**config.mk**
```make
export PLATFORM = sky130hd
export DESIGN_NAME = regfile_sb_flat
export DESIGN_NICKNAME = d
export VERILOG_FILES = /design/src/rtl/regfile_sb_if.sv /design/src/rtl/regfile_sb.sv /design/src/flat_wrapper.sv
export SDC_FILE = /design/constraint.sdc
export NUM_CORES = 2
export LEC_CHECK = 0
export CELL_PAD_IN_SITES_DETAIL_PLACEMENT = 1
export CELL_PAD_IN_SITES_GLOBAL_PLACEMENT = 1
export CORE_AREA = 2 2 427 429
export CTS_CLUSTER_DIAMETER = 60
export DETAILED_ROUTE_END_ITERATION = 6
export DIE_AREA = 0 0 429 431
export GPL_TIMING_DRIVEN = 0
export PLACE_DENSITY = 0.74
export SLEW_MARGIN = 10
export SYNTH_ARGS = -nofsm -noshare
export SYNTH_HDL_FRONTEND = slang
export SYNTH_SLANG_ARGS = --single-unit
```
**constraint.sdc**
```tcl
create_clock -name clk_i -period 114.6 [get_ports clk_i]
set_clock_uncertainty 0.2 [all_clocks]
set_input_delay 11.46 -clock clk_i [delete_from_list [all_inputs] [get_ports clk_i]]
set_output_delay 11.46 -clock clk_i [all_outputs]
set_load 0.005 [all_outputs]
```
**src/rtl/regfile_sb_if.sv**
```systemverilog
// Register-file bus: read ports, writeback, issue and sweep-clear handshake.
// The master modport is the core side; the slave modport is regfile_sb.
interface regfile_sb_if #(
  parameter int XLEN = 32,
  parameter int NREG = 32,
  parameter int TAGW = 4
);
  localparam int AW = $clog2(NREG);

  logic [AW-1:0]   rs1_addr_i;
  logic [AW-1:0]   rs2_addr_i;
  logic [AW-1:0]   dbg_addr_i;
  logic [XLEN-1:0] rs1_data_o;
  logic [XLEN-1:0] rs2_data_o;
  logic [XLEN-1:0] dbg_data_o;
  logic [TAGW-1:0] rs1_tag_o;
  logic [TAGW-1:0] rs2_tag_o;
  logic [TAGW-1:0] dbg_tag_o;
  logic            we_i;
  logic [AW-1:0]   rd_addr_i;
  logic [XLEN-1:0] rd_data_i;
  logic [TAGW-1:0] rd_tag_i;
  logic            iss_valid_i;
  logic [AW-1:0]   iss_rd_i;
  logic            rs1_busy_o;
  logic            rs2_busy_o;
  logic            clr_req_i;
  logic            clr_busy_o;

  modport master (
    output rs1_addr_i, rs2_addr_i, dbg_addr_i,
    output we_i, rd_addr_i, rd_data_i, rd_tag_i,
    output iss_valid_i, iss_rd_i, clr_req_i,
    input  rs1_data_o, rs2_data_o, dbg_data_o,
    input  rs1_tag_o, rs2_tag_o, dbg_tag_o,
    input  rs1_busy_o, rs2_busy_o, clr_busy_o
  );

  modport slave (
    input  rs1_addr_i, rs2_addr_i, dbg_addr_i,
    input  we_i, rd_addr_i, rd_data_i, rd_tag_i,
    input  iss_valid_i, iss_rd_i, clr_req_i,
    output rs1_data_o, rs2_data_o, dbg_data_o,
    output rs1_tag_o, rs2_tag_o, dbg_tag_o,
    output rs1_busy_o, rs2_busy_o, clr_busy_o
  );
endinterface

```
**src/rtl/regfile_sb.sv**
```systemverilog
// Tagged register file with per-register pending (scoreboard) bits and a
// one-register-per-cycle sweep clear.
//
// state | meaning
// IDLE  | normal operation: reads, writeback, issue, optional bypass
// CLEAR | sweeping idx through the file; writes/issues/requests ignored
module regfile_sb #(
  parameter int XLEN    = 32,
  parameter int NREG    = 32,
  parameter int TAGW    = 4,
  parameter int BYPASS  = 1,
  parameter int ZERO_X0 = 1
) (
  input logic         clk_i,
  input logic         reset_i,
  regfile_sb_if.slave bus
);
  localparam int AW = $clog2(NREG);
  localparam logic [AW-1:0] FIRST_IDX = (ZERO_X0 != 0) ? AW'(1) : '0;
  localparam logic [AW-1:0] LAST_IDX  = AW'(NREG - 1);

  typedef enum logic {IDLE, CLEAR} state_t;

  state_t          state, state_nx;
  logic [AW-1:0]   idx, idx_nx;
  logic [XLEN-1:0] data_q [NREG];
  logic [TAGW-1:0] tag_q  [NREG];
  logic [NREG-1:0] pend_q;

  logic wr_ok, iss_ok, src1_ok, src2_ok, dbg_ok, hit1, hit2;

  // Address is backed by storage and not the hardwired zero register.
  function automatic logic addr_ok(input logic [AW-1:0] a);
    return (int'(a) < NREG) && !((ZERO_X0 != 0) && (a == '0));
  endfunction

  always_ff @(posedge clk_i or posedge reset_i) begin
    if (reset_i) begin
      state <= IDLE;
      idx   <= '0;
    end else begin
      state <= state_nx;
      idx   <= idx_nx;
    end
  end

  always_comb begin
    state_nx       = state;
    idx_nx         = idx;
    bus.clr_busy_o = 1'b0;
    case (state)
      IDLE: begin
        if (bus.clr_req_i) begin
          state_nx = CLEAR;
          idx_nx   = FIRST_IDX;
        end
      end
      CLEAR: begin
        bus.clr_busy_o = 1'b1;
        if (idx == LAST_IDX) begin
          state_nx = IDLE;
          idx_nx   = '0;
        end else begin
          idx_nx = idx + 1'b1;
        end
      end
      default: begin
        state_nx = IDLE;
        idx_nx   = '0;
      end
    endcase
  end

  always_comb begin
    wr_ok   = (state == IDLE) && bus.we_i && addr_ok(bus.rd_addr_i);
    iss_ok  = (state == IDLE) && bus.iss_valid_i && addr_ok(bus.iss_rd_i);
    src1_ok = addr_ok(bus.rs1_addr_i);
    src2_ok = addr_ok(bus.rs2_addr_i);
    dbg_ok  = addr_ok(bus.dbg_addr_i);
    hit1    = (BYPASS != 0) && wr_ok && (bus.rd_addr_i == bus.rs1_addr_i);
    hit2    = (BYPASS != 0) && wr_ok && (bus.rd_addr_i == bus.rs2_addr_i);
  end

  // Sweep has priority; issue is applied after writeback so issue wins.
  always_ff @(posedge clk_i or posedge reset_i) begin
    if (reset_i) begin
      for (int i = 0; i < NREG; i++) begin
        data_q[i] <= '0;
        tag_q[i]  <= '0;
      end
      pend_q <= '0;
    end else if (state == CLEAR) begin
      data_q[idx] <= '0;
      tag_q[idx]  <= '0;
      pend_q[idx] <= 1'b0;
    end else begin
      if (wr_ok) begin
        data_q[bus.rd_addr_i] <= bus.rd_data_i;
        tag_q[bus.rd_addr_i]  <= bus.rd_tag_i;
        pend_q[bus.rd_addr_i] <= 1'b0;
      end
      if (iss_ok) pend_q[bus.iss_rd_i] <= 1'b1;
    end
  end

  always_comb begin
    bus.rs1_data_o = '0;
    bus.rs1_tag_o  = '0;
    bus.rs1_busy_o = 1'b0;
    bus.rs2_data_o = '0;
    bus.rs2_tag_o  = '0;
    bus.rs2_busy_o = 1'b0;
    bus.dbg_data_o = '0;
    bus.dbg_tag_o  = '0;
    if (src1_ok) begin
      bus.rs1_data_o = hit1 ? bus.rd_data_i : data_q[bus.rs1_addr_i];
      bus.rs1_tag_o  = hit1 ? bus.rd_tag_i  : tag_q[bus.rs1_addr_i];
      bus.rs1_busy_o = pend_q[bus.rs1_addr_i] && !hit1;
    end
    if (src2_ok) begin
      bus.rs2_data_o = hit2 ? bus.rd_data_i : data_q[bus.rs2_addr_i];
      bus.rs2_tag_o  = hit2 ? bus.rd_tag_i  : tag_q[bus.rs2_addr_i];
      bus.rs2_busy_o = pend_q[bus.rs2_addr_i] && !hit2;
    end
    if (dbg_ok) begin
      bus.dbg_data_o = data_q[bus.dbg_addr_i];
      bus.dbg_tag_o  = tag_q[bus.dbg_addr_i];
    end
  end
endmodule

```
**src/flat_wrapper.sv**
```systemverilog
// flat-port wrapper written by rule: the top's interface ports become plain ports
module regfile_sb_flat 
#(
  parameter int XLEN    = 32,
  parameter int NREG    = 32,
  parameter int TAGW    = 4,
  parameter int BYPASS  = 1,
  parameter int ZERO_X0 = 1
)
  (clk_i, reset_i, bus_rs1_addr_i, bus_rs2_addr_i, bus_dbg_addr_i, bus_we_i, bus_rd_addr_i, bus_rd_data_i, bus_rd_tag_i, bus_iss_valid_i, bus_iss_rd_i, bus_clr_req_i, bus_rs1_data_o, bus_rs2_data_o, bus_dbg_data_o, bus_rs1_tag_o, bus_rs2_tag_o, bus_dbg_tag_o, bus_rs1_busy_o, bus_rs2_busy_o, bus_clr_busy_o);
  regfile_sb_if #(.XLEN(XLEN), .NREG(NREG), .TAGW(TAGW)) bus_i ();
  input logic clk_i;
  input logic reset_i;
  input wire logic [$bits(bus_i.rs1_addr_i)-1:0] bus_rs1_addr_i;
  input wire logic [$bits(bus_i.rs2_addr_i)-1:0] bus_rs2_addr_i;
  input wire logic [$bits(bus_i.dbg_addr_i)-1:0] bus_dbg_addr_i;
  input wire logic [$bits(bus_i.we_i)-1:0] bus_we_i;
  input wire logic [$bits(bus_i.rd_addr_i)-1:0] bus_rd_addr_i;
  input wire logic [$bits(bus_i.rd_data_i)-1:0] bus_rd_data_i;
  input wire logic [$bits(bus_i.rd_tag_i)-1:0] bus_rd_tag_i;
  input wire logic [$bits(bus_i.iss_valid_i)-1:0] bus_iss_valid_i;
  input wire logic [$bits(bus_i.iss_rd_i)-1:0] bus_iss_rd_i;
  input wire logic [$bits(bus_i.clr_req_i)-1:0] bus_clr_req_i;
  output wire logic [$bits(bus_i.rs1_data_o)-1:0] bus_rs1_data_o;
  output wire logic [$bits(bus_i.rs2_data_o)-1:0] bus_rs2_data_o;
  output wire logic [$bits(bus_i.dbg_data_o)-1:0] bus_dbg_data_o;
  output wire logic [$bits(bus_i.rs1_tag_o)-1:0] bus_rs1_tag_o;
  output wire logic [$bits(bus_i.rs2_tag_o)-1:0] bus_rs2_tag_o;
  output wire logic [$bits(bus_i.dbg_tag_o)-1:0] bus_dbg_tag_o;
  output wire logic [$bits(bus_i.rs1_busy_o)-1:0] bus_rs1_busy_o;
  output wire logic [$bits(bus_i.rs2_busy_o)-1:0] bus_rs2_busy_o;
  output wire logic [$bits(bus_i.clr_busy_o)-1:0] bus_clr_busy_o;
  assign bus_i.rs1_addr_i = bus_rs1_addr_i;
  assign bus_i.rs2_addr_i = bus_rs2_addr_i;
  assign bus_i.dbg_addr_i = bus_dbg_addr_i;
  assign bus_i.we_i = bus_we_i;
  assign bus_i.rd_addr_i = bus_rd_addr_i;
  assign bus_i.rd_data_i = bus_rd_data_i;
  assign bus_i.rd_tag_i = bus_rd_tag_i;
  assign bus_i.iss_valid_i = bus_iss_valid_i;
  assign bus_i.iss_rd_i = bus_iss_rd_i;
  assign bus_i.clr_req_i = bus_clr_req_i;
  assign bus_rs1_data_o = bus_i.rs1_data_o;
  assign bus_rs2_data_o = bus_i.rs2_data_o;
  assign bus_dbg_data_o = bus_i.dbg_data_o;
  assign bus_rs1_tag_o = bus_i.rs1_tag_o;
  assign bus_rs2_tag_o = bus_i.rs2_tag_o;
  assign bus_dbg_tag_o = bus_i.dbg_tag_o;
  assign bus_rs1_busy_o = bus_i.rs1_busy_o;
  assign bus_rs2_busy_o = bus_i.rs2_busy_o;
  assign bus_clr_busy_o = bus_i.clr_busy_o;
  regfile_sb #(.XLEN(XLEN), .NREG(NREG), .TAGW(TAGW), .BYPASS(BYPASS), .ZERO_X0(ZERO_X0)) u_core (.clk_i(clk_i), .reset_i(reset_i), .bus(bus_i));
endmodule
```
# == After elaboration in Yosys (flattened, before gate mapping) ==
# Cells that the tools add are included.
# word_totals
word_cells,190
ff_bits,1190
out_inout_bits,111
inputBits,66
# classes
reduce_logical,23
bitwise_logic,15
mux,65
addsub,1
order_cmp,15
eq_ne,4
# ops
operator,n
2-to-1 mux 1024 bit,2
bitwise AND 1024 bit,1
bitwise mux 1024 bit,1
NOT 1024 bit,1
2-to-1 mux 32 bit,17
binary-select mux 32 bit (select 5 bit),3
demux 32 bit (select 5 bit),2
2-to-1 mux 128 bit,2
bitwise AND 128 bit,1
bitwise mux 128 bit,1
NOT 128 bit,1
bitwise AND 32 bit,2
NOT 32 bit,2
binary-select mux 4 bit (select 5 bit),3
2-to-1 mux 4 bit,13
demux 4 bit (select 5 bit),2
OR 32 bit,1
greater-or-equal comparator 6 bit (second input constant),5
less-than comparator 5 x 6 -> 1 bit (second input constant),5
NOT 5 -> 6 bit,5
logical NOT 5 bit,5
demux 1 bit (select 5 bit),3
greater-or-equal comparator 5 x 1 -> 1 bit (second input constant),3
logical AND 1 bit,13
other kinds (13),29

# == Logic depth before layout (Yosys ltp) ==
# depth
ltp_word,11
depth_mapped,10
mapped_depth_nobuf,6

# == Worst setup path after synthesis ==
# No wires, ideal clock.
# synth_timing
kind,input to output
from,in bus_dbg_addr_i[0]
to,out bus_dbg_data_o[10]
t_arrival_ns,13.596
path_stages,7
n_path_buf,3
path_slack_ns,89.344
t_required_ns,102.940
path_cell_list,buf_2 > buf_2 > buf_1 > mux4_2 > mux4_2 > nand2_1 > o21ai_0
# synth_between
elab_chain_len,5
elab_cells_between_ends,6
classes_between,mux (4); bitwise (1); reduce/logical (1)
# synth_rtl
item,line_no,rtl
from (decl),flat_wrapper.sv:16,input wire logic [$bits(bus_i.dbg_addr_i)-1:0] bus_dbg_addr_i;
NOT 5 -> 6 bit (implied by the code),regfile_sb.sv:126,bus.dbg_data_o = data_q[bus.dbg_addr_i];
binary-select mux 32 bit (select 5 bit),regfile_sb.sv:126,
2-to-1 mux 32 bit (implied by the code) (2 in series),regfile_sb.sv:126,
2-to-1 mux 32 bit *,regfile_sb.sv:125,if (dbg_ok) begin
to (decl),flat_wrapper.sv:26,output wire logic [$bits(bus_i.dbg_data_o)-1:0] bus_dbg_data_o;
# Every way passes the cells marked *; elsewhere a longest branch is shown, timed or not. The select of a mux whose other input is x is not followed.

# == Final worst setup path ==
# layout_timing
from,in bus_rs2_addr_i[2]
to,out bus_rs2_data_o[31]
# layout_between
elab_chain_len,6
elab_cells_between_ends,9
classes_between,eq/ne (1); mux (5); bitwise (1); reduce/logical (2)
# layout_rtl
item,line_no,rtl
from (decl),flat_wrapper.sv:15,input wire logic [$bits(bus_i.rs2_addr_i)-1:0] bus_rs2_addr_i;
NOT 5 -> 6 bit (implied by the code),regfile_sb.sv:121,bus.rs2_data_o = hit2 ? bus.rd_data_i : data_q[bus.rs2_addr_i];
binary-select mux 32 bit (select 5 bit),regfile_sb.sv:121,
2-to-1 mux 32 bit (implied by the code) (2 in series),regfile_sb.sv:121,
2-to-1 mux 32 bit,regfile_sb.sv:121,
2-to-1 mux 32 bit *,regfile_sb.sv:120,if (src2_ok) begin
to (decl),flat_wrapper.sv:25,output wire logic [$bits(bus_i.rs2_data_o)-1:0] bus_rs2_data_o;
# Marked as above.

==> metrics <==
status=finished, violations left; violated checks=capacitance limit, slew limit; startpoint of the worst register-to-register path=u_core.state; root buffer selected by CTS=sky130_fd_sc_hd__clkbuf_16; maximum VDD drop=0.0170 mV; floorplan die width=429 um; max-capacitance violation count=7; count of input and output buffers=124; maximum clock frequency=0.0337 GHz; Hold/Removal Path Class=flip-flop to flip-flop; Filler Cells Inserted=18.3k; number of hold violations in the final report=0; power density of the placed cells=18.4 nW/um2; crit end category=primary output; number of buffers added for setup after CTS=0; standby leakage power=34.6 nW; pin count of the biggest net entering global routing=111; slowest cell on the critical path=sky130_fd_sc_hd__o21ai_0; growth of design area from synthesis to finish=15.3%; Hold WS=0.333 ns; buffers plus inverters on the worst setup path=7; count of pins on the block boundary=177; core region area=180,000 um2; number of DRC violations after detailed-routing iteration 0=11.8k; critical path peak fanout=10; number of warnings printed during yosys synthesis=0; Final #Nets=5,877; start point of the worst min-delay path=u_core.pend_q[0]; crit-path max cell delay=0.98 ns; buffer levels on the longest clock path=3; final critical-path required period=29.68 ns; number of design rule violations left after detail routing=0; share of cells above drive strength 1=0.242; flops & latches, synth=1,190; number of antenna violations at the first check in global routing=50; Mapped Nets=5,535; data required time at the worst endpoint=102.94 ns; Worst Slack Setup Final=84.92 ns; post-synthesis cell area=71,600 um2; most common flop cell mapped by yosys=sky130_fd_sc_hd__dfrtp_1; vias in the first global route=65.1k; average wire length per cell after detail routing=53.7 um; Distinct cells, synth=59; post-route fraction of the period consumed by the critical path=0.259; share of async-settable or async-resettable flops after synthesis=1.00; FF-to-FF setup slack=110.22 ns; ordered cell list for the critical path=clkdlybuf4s50_1 -> buf_2 -> buf_2 -> buf_2 -> clkbuf_1 -> buf_1 -> nand2_1 -> a21oi_1 -> o21ai_0 -> o21ai_0 -> clkdlybuf4s50_1; critical path type=input pin to primary output; Startpoint Class=input pin; Detailed Route WL=447,000 um; die area=185,000 um2; pre-CTS WS=85.42 ns; Post-Synthesis Mean Instance Area=13.1 um2; worst hold path depth=1; most frequent cell on the critical path=sky130_fd_sc_hd__buf_2; R2R Path End=u_core.data_q[643]; global router's overall resource usage=0.476; number of nets still failing antenna checks after routing=0; Seq/Total Area, Yosys=0.416; post-CTS clock slew at the launch and capture registers of the worst setup and hold paths=0.07 ns; Worst Hold End=u_core.pend_q[0]; initial cell density of the core=0.398; total count of max-transition violations in the final report=74; half-perimeter wire length after detailed placement=325,000 um; reg2reg path depth=9; worst slew slack as a fraction of its limit=-0.0761; cell count after synthesis=5,464; total setup violations reported at the end of the flow=0; gp weighted congestion=1.07; total of cells resized after clock tree synthesis=0; Pre-antenna DRT Iters=7; latest clock arrival within the worst-skew pair=0.86 ns; hold_buf cts=0; number of clock sinks=1,190; clock tree from TritonCTS=done; unrepaired setup endpoints after global routing=false; vias post-DR=67.1k; number of synthesized flops with an enable pin=0; DR vias/cell=8.06; actual transition at the worst max-transition pin=1.61 ns; wire length of the first global-routing pass=593,000 um; CTS H-tree lvls=4; setup total negative slack=0 ns; number of CTS-inserted buffers=156; total overflow reported by the global router=0; die height=431 um; Crit path max-delay family=buffers and inverters; endpoint arrival time on the critical path=18.02 ns; row count=156
[cells in the final DEF, fill, tap and decap left out, types with 35 or more instances in the layout]
cell type,synthesis,final
sky130_fd_sc_hd__and2_1,65,65
sky130_fd_sc_hd__a21oi_1,152,122
sky130_fd_sc_hd__o21ai_0,171,171
sky130_fd_sc_hd__mux2i_1,324,324
sky130_fd_sc_hd__mux2_2,57,57
sky130_fd_sc_hd__a22o_1,1102,1102
sky130_fd_sc_hd__a221oi_1,85,85
sky130_fd_sc_hd__clkbuf_1,508,487
sky130_fd_sc_hd__nor2b_1,55,54
sky130_fd_sc_hd__o22ai_1,35,35
sky130_fd_sc_hd__clkbuf_2,0,56
sky130_fd_sc_hd__a211oi_1,55,50
sky130_fd_sc_hd__clkbuf_16,0,160
sky130_fd_sc_hd__nand2_1,188,188
sky130_fd_sc_hd__mux4_2,809,809
sky130_fd_sc_hd__dfrtp_1,1190,1190
sky130_fd_sc_hd__a22oi_1,69,69
sky130_fd_sc_hd__inv_1,47,46
sky130_fd_sc_hd__buf_1,111,74
sky130_fd_sc_hd__buf_2,94,126
sky130_fd_sc_hd__nor2_1,133,119
sky130_fd_sc_hd__clkdlybuf4s50_1,0,124
[cell type report]
| type | instances | area (um2) | area share |
|---|---|---|---|
| well taps | 2370 | 2970 | 0.0359 |
| plain buffers | 718 | 2950 | 0.0357 |
| clock inverters | 61 | 779 | 0.00944 |
| diodes | 28 | 70.1 | 0.000849 |
| flip-flops and latches | 1190 | 29800 | 0.361 |
| multi-input cells | 3507 | 39000 | 0.473 |
| repair buffers | 184 | 2270 | 0.0275 |
| inverters | 49 | 191 | 0.00232 |
| clock buffers | 220 | 4530 | 0.0549 |
[routing by layer]
metal	track usage	share of wire	wire length [um]	up-vias
li1	-	-	-	22911
met3	0.269	0.17	74200	2156
met2	0.644	0.40	179000	6982
met1	0.546	0.33	148000	35020
met4	0.384	0.10	45100	40
met5	0.0172	0.0017	771	-
[worst max path at each step]
stage                                  from                  to  cells after the start
after floorplan                     reset_i    u_core.data_q[0]                      1
after global placement              reset_i    u_core.data_q[1]                      2
after detailed placement  bus_rs2_addr_i[2]  bus_rs2_data_o[31]                     11
after CTS                 bus_rs2_addr_i[2]  bus_rs2_data_o[31]                     11
after global routing      bus_rs2_addr_i[2]  bus_rs2_data_o[31]                     11
final                     bus_rs2_addr_i[2]  bus_rs2_data_o[31]                     11
[power by group]
part | leakage [nW] | internal, W | switching, W
Clock | 2.59 | 0.000302 | 0.000221
Sequential | 16.4 | 0.000488 | 0.0000849
Combinational | 15.5 | 0.000174 | 0.000250
[logic make-up (layout without fill, tap and decap cells)]
family | Yosys count | in the layout | share of synthesized area
compound gates | 1776 | 1776 | 0.197
mux | 1190 | 1190 | 0.309
flops | 1190 | 1190 | 0.416
buf+inv | 767 | 1232 | 0.0422
simple gates | 524 | 524 | 0.0344
xor+xnor | 12 | 12 | 0.00147
fa+ha+maj | 5 | 5 | 0.000873
other cells | 0 | 28 | 0
[sequential cells by signal, summed over array words and instances (netlist names)]
signal / cells
u_core.idx: 5
u_core.pend_q: 32
u_core.tag_q: 128
u_core.data_q: 1024
u_core.state: 1
[synth_stat cells, types with 11 or more instances]
cell type                      n  share of area
sky130_fd_sc_hd__and2_1       65         0.0057
sky130_fd_sc_hd__nand2_1     188         0.0099
sky130_fd_sc_hd__nor2b_1      55         0.0048
sky130_fd_sc_hd__a211oi_2     14         0.0024
sky130_fd_sc_hd__nand3_1      12        0.00084
sky130_fd_sc_hd__a311oi_1     11         0.0013
sky130_fd_sc_hd__a211oi_1     55         0.0058
sky130_fd_sc_hd__a22o_1     1102           0.13
sky130_fd_sc_hd__nor2_1      133         0.0070
sky130_fd_sc_hd__mux2i_1     324          0.045
sky130_fd_sc_hd__a22oi_1      69         0.0072
sky130_fd_sc_hd__o22ai_1      35         0.0031
sky130_fd_sc_hd__a21oi_1     152          0.011
sky130_fd_sc_hd__buf_2        94         0.0066
sky130_fd_sc_hd__mux4_2      809           0.25
sky130_fd_sc_hd__a211o_1      23         0.0028
sky130_fd_sc_hd__nand2b_1     11        0.00096
sky130_fd_sc_hd__dfrtp_1    1190           0.42
sky130_fd_sc_hd__clkbuf_1    508          0.027
sky130_fd_sc_hd__inv_1        47         0.0025
sky130_fd_sc_hd__a31oi_1      18         0.0016
sky130_fd_sc_hd__a2111oi_0    12         0.0015
sky130_fd_sc_hd__o21ai_0     171          0.012
sky130_fd_sc_hd__nor3_1       25         0.0017
sky130_fd_sc_hd__a221oi_1     85          0.010
sky130_fd_sc_hd__mux2_2       57         0.0090
sky130_fd_sc_hd__buf_1       111         0.0058
[stage by stage]
| step | power [W] | std cells | util | area (um2) |
|---|---|---|---|---|
| detailed placement | 0.000967 | 8018 | 0.428 | 77100 |
| global route | 0.00154 | 8303 | 0.458 | 82500 |
| floorplan | 0.000775 | 5464 | - | 71600 |
| CTS | 0.00148 | 8299 | 0.458 | 82500 |
| finish | 0.00152 | 8327 | 0.458 | 82600 |
| global placement | 0.000947 | 7958 | 0.421 | 75800 |
(Power assumes the default switching activity.)
